[config.mk]
export PLATFORM = sky130hd
export DESIGN_NAME = fsm_2bit_flat
export DESIGN_NICKNAME = d
export VERILOG_FILES = /design/src/rtl/fsm_2bit_if.sv /design/src/rtl/fsm_2bit.sv /design/src/flat_wrapper.sv
export SDC_FILE = /design/constraint.sdc
export NUM_CORES = 1
export LEC_CHECK = 0
export BUFFER_PORTS_ARGS = -buffer_cell sky130_fd_sc_hd__buf_2
export CAP_MARGIN = 20
export CORE_AREA = 8 8 45 47
export DETAILED_ROUTE_END_ITERATION = 8
export DIE_AREA = 0 0 53 55
export GPL_ROUTABILITY_DRIVEN = 0
export MAX_ROUTING_LAYER = met4
export PLACE_DENSITY = 0.31
export SLEW_MARGIN = 20
export SYNTH_ARGS = -nofsm -noshare
export SYNTH_HDL_FRONTEND = slang
export SYNTH_SLANG_ARGS = --single-unit
[constraint.sdc]
create_clock -name clk -period 2.3 [get_ports clk]
set_input_delay 0.46 -clock clk [delete_from_list [all_inputs] [get_ports clk]]
set_output_delay 0.46 -clock clk [all_outputs]
set_load 0.01 [all_outputs]
[src/rtl/fsm_2bit_if.sv]
// fsm_2bit_if: update-path and register-path signals of the 2-bit saturating counter
interface fsm_2bit_if;
   logic       x;
   logic [1:0] state_old;
   logic [1:0] state;
   logic       en;
   logic [1:0] state_q;
   logic       pred;
   modport master (output x, state_old, en, input state, state_q, pred);
   modport slave (input x, state_old, en, output state, state_q, pred);
endinterface

[src/rtl/fsm_2bit.sv]
// fsm_2bit: 2-bit saturating branch counter with combinational update and one registered copy
module fsm_2bit (
   input logic        clk,
   input logic        rst,
   fsm_2bit_if.slave  bus
);
   typedef enum logic [1:0] {SNT = 2'b00, WNT = 2'b01, WT = 2'b10, ST = 2'b11} ctr_t;
   ctr_t cur = SNT;
   ctr_t nxt;
   function automatic ctr_t step(input ctr_t s, input logic t);
      step = t ? ((s == ST) ? ST : ctr_t'(s + 2'd1)) : ((s == SNT) ? SNT : ctr_t'(s - 2'd1));
   endfunction
   // counter register; reset wins over the load enable
   always_ff @(posedge clk) begin
      if (rst) cur <= SNT;
      else cur <= nxt;
   end
   // register next value: advance only when enabled
   always_comb begin
      nxt = cur;
      if (bus.en) nxt = step(cur, bus.x);
   end
   // caller-facing update works on the supplied table entry, never on the register
   always_comb begin
      bus.state = 2'b00;
      if (!rst) bus.state = step(ctr_t'(bus.state_old), bus.x);
   end
   assign bus.state_q = cur;
   assign bus.pred    = cur[1];
endmodule

[src/flat_wrapper.sv]
// flat-port wrapper written by rule: the top's interface ports become plain ports
module fsm_2bit_flat 
  (clk, rst, bus_x, bus_state_old, bus_en, bus_state, bus_state_q, bus_pred);
  fsm_2bit_if bus_i ();
  input logic clk;
  input logic rst;
  input wire logic [$bits(bus_i.x)-1:0] bus_x;
  input wire logic [$bits(bus_i.state_old)-1:0] bus_state_old;
  input wire logic [$bits(bus_i.en)-1:0] bus_en;
  output wire logic [$bits(bus_i.state)-1:0] bus_state;
  output wire logic [$bits(bus_i.state_q)-1:0] bus_state_q;
  output wire logic [$bits(bus_i.pred)-1:0] bus_pred;
  assign bus_i.x = bus_x;
  assign bus_i.state_old = bus_state_old;
  assign bus_i.en = bus_en;
  assign bus_state = bus_i.state;
  assign bus_state_q = bus_i.state_q;
  assign bus_pred = bus_i.pred;
  fsm_2bit u_core (.clk(clk), .rst(rst), .bus(bus_i));
endmodule
==> results.json <==
{
  "mostFrequentLayoutCells": "buf_2 (10), a21oi_1 (3), clkbuf_4 (3)",
  "dieWidth_um": 53,
  "worst_slew_pin_slew_ns": 0.214,
  "finalCritPeriodShare_pct": 64.0,
  "final_cells": 46,
  "numCtsBuffers": 3,
  "cts_setup_buffers": 0,
  "min_from": "rst",
  "drive_gt1_share_pct": 50.0,
  "use_met3_pct": 1.07,
  "syn-mean-instance-area_um2": 7.85,
  "die_y_um": 55,
  "rsz0062_at_grt": "false",
  "setup_tns_ns": 0,
  "crit_start": "bus_x",
  "core_area_um2": 1380,
  "achievable-frequency_ghz": 0.680,
  "endpoint_kind": "output port",
  "cts_hold_repair.buffers": 0,
  "cts_root_buf": "clkbuf_4",
  "grt_util_met1_pct": 4.53,
  "drt_iter0_drc": 3,
  "boundaryPins": 11,
  "max-cap-violations": 0,
  "cellPowerDensity_nw_per_um2": 624,
  "track_usage_pct": 3.60,
  "cellLeakagePower_nw": 0.100,
  "ys_seq_elements": 2,
  "synth_area_um2": 141,
  "synth.net_count": 24,
  "worst-endpoint-required_ns": 1.84,
  "drt.antenna.violating_nets": 0,
  "drc_errors": 0,
  "htree_levels": 1,
  "max_slew_margin_pct": 85.7,
  "path_class": "in -> out",
  "netlist-cell-type-count": 13,
  "start_util_pct": 10.2,
  "arrival_ns": 1.01,
  "clk_latency_ns": 0.22,
  "final_common_cell": "buf_2",
  "crit-reg2reg-launch": "u_core.bus.state_q[1]",
  "post_cts_resized": 0,
  "status": "finished clean",
  "dieArea_um2": 2920,
  "hold_viol": 0,
  "drtPass1Iterations": 3,
  "synthCells": 18,
  "yosysWarnings": 0,
  "yosysSeqAreaShare_pct": 28.3,
  "slew_violations": 0,
  "cts_tree": "yes",
  "first_global_vias": 194,
  "drt-wirelength-per-cell_um": 9.78,
  "cp_max_fo": 7,
  "fin_nets": 38,
  "use_met2_pct": 3.52,
  "clkTransAtPathRegs_ns": 0.03,
  "n_fill_cell": 164,
  "io_buffers": 10,
  "syn_to_final_growth_pct": 60.2,
  "busiest_layer": "met4",
  "antenna_found_initial": 0,
  "start_kind": "input pin",
  "largest_register_ffs": 2,
  "dp.cells": 43,
  "vias": 176,
  "num_antenna_cells": 0,
  "num_rows": 14,
  "wl_um": 450,
  "ir_drop_v": 0.0000783,
  "grt_remaining_overflow": 0,
  "setup_violations": 0,
  "vias_per_cell": 3.83,
  "cts_sinks": 2,
  "skew_ns": 0.00274,
  "grt_pass1_wl_um": 710,
  "grt_max_degree": 8,
  "hp-class": "in -> reg",
  "clock_path_buffers": 2,
  "period_needed_ns": 1.47
}
-- where the power goes --
group	switching (mW)	total, mW	internal [mW]
registers	0.00250	0.0396	0.0371
clock network	0.0178	0.0752	0.0574
logic	0.0140	0.0264	0.0125
-- final timing paths --
kind                           end  slack [ns]  depth (start not counted)
max                   bus_state[1]        0.83                          4
max reg2reg  u_core.bus.state_q[0]        1.47                          2
min reg2reg  u_core.bus.state_q[0]        0.50                          2
min          u_core.bus.state_q[0]        0.47                          2
-- cell usage after synthesis --
library cell | n | share of area [%]
nor2b_1 | 1 | 4.4
o32ai_1 | 1 | 6.2
dfxtp_1 | 2 | 28
o21ai_2 | 1 | 6.2
nand2b_1 | 1 | 4.4
a221oi_2 | 1 | 11
nand2_1 | 2 | 5.3
and2_1 | 1 | 4.4
buf_4 | 1 | 5.3
o21bai_1 | 1 | 5.3
o21ai_0 | 1 | 3.5
a21oi_1 | 3 | 11
inv_1 | 2 | 5.3
-- logic make-up after synthesis --
family          Yosys count  share of synthesized area (%)
buf+inv                   3                           10.6
flops                     2                           28.3
simple gates              5                           18.6
compound gates            8                           42.5
-- through the flow --
stage / hold slack (ns) / setup WS (ns) / total power, mW / area, um^2 / util [%]
finish: 0.469 / 0.829 / 0.141 / 226 / 16.4
global route: 0.468 / 0.769 / 0.154 / 226 / 16.4
CTS: 0.460 / 0.824 / 0.147 / 226 / 16.4
detailed placement: 0.496 / 0.829 / 0.0669 / 204 / 14.7
global placement: 0.479 / 0.870 / 0.0655 / 204 / 14.7
floorplan: 0.499 / 1.02 / 0.0530 / 141 / -
-- layer usage --
layer / share of wire (%) / vias to the layer above
met4: 0 / 0
met1: 51 / 77
met5: 0 / -
met3: 13 / 0
met2: 36 / 11
li1: - / 88
-- final cells by class --
type | instances | area (um^2) | share of cell area (%)
Clock buffer | 3 | 22.5 | 9.94
Multi-Input combinational cell | 13 | 86.3 | 38.1
Sequential cell | 2 | 40.0 | 17.7
Tap cell | 16 | 20.0 | 8.84
Timing Repair Buffer | 10 | 50.0 | 22.1
Inverter | 2 | 7.51 | 3.31
-- critical path: stages --
cell and delay [ns]:
buf_2 0.15, o21ai_0 0.09, a21oi_1 0.16, buf_2 0.15
Power figures use the tool's default switching activity.
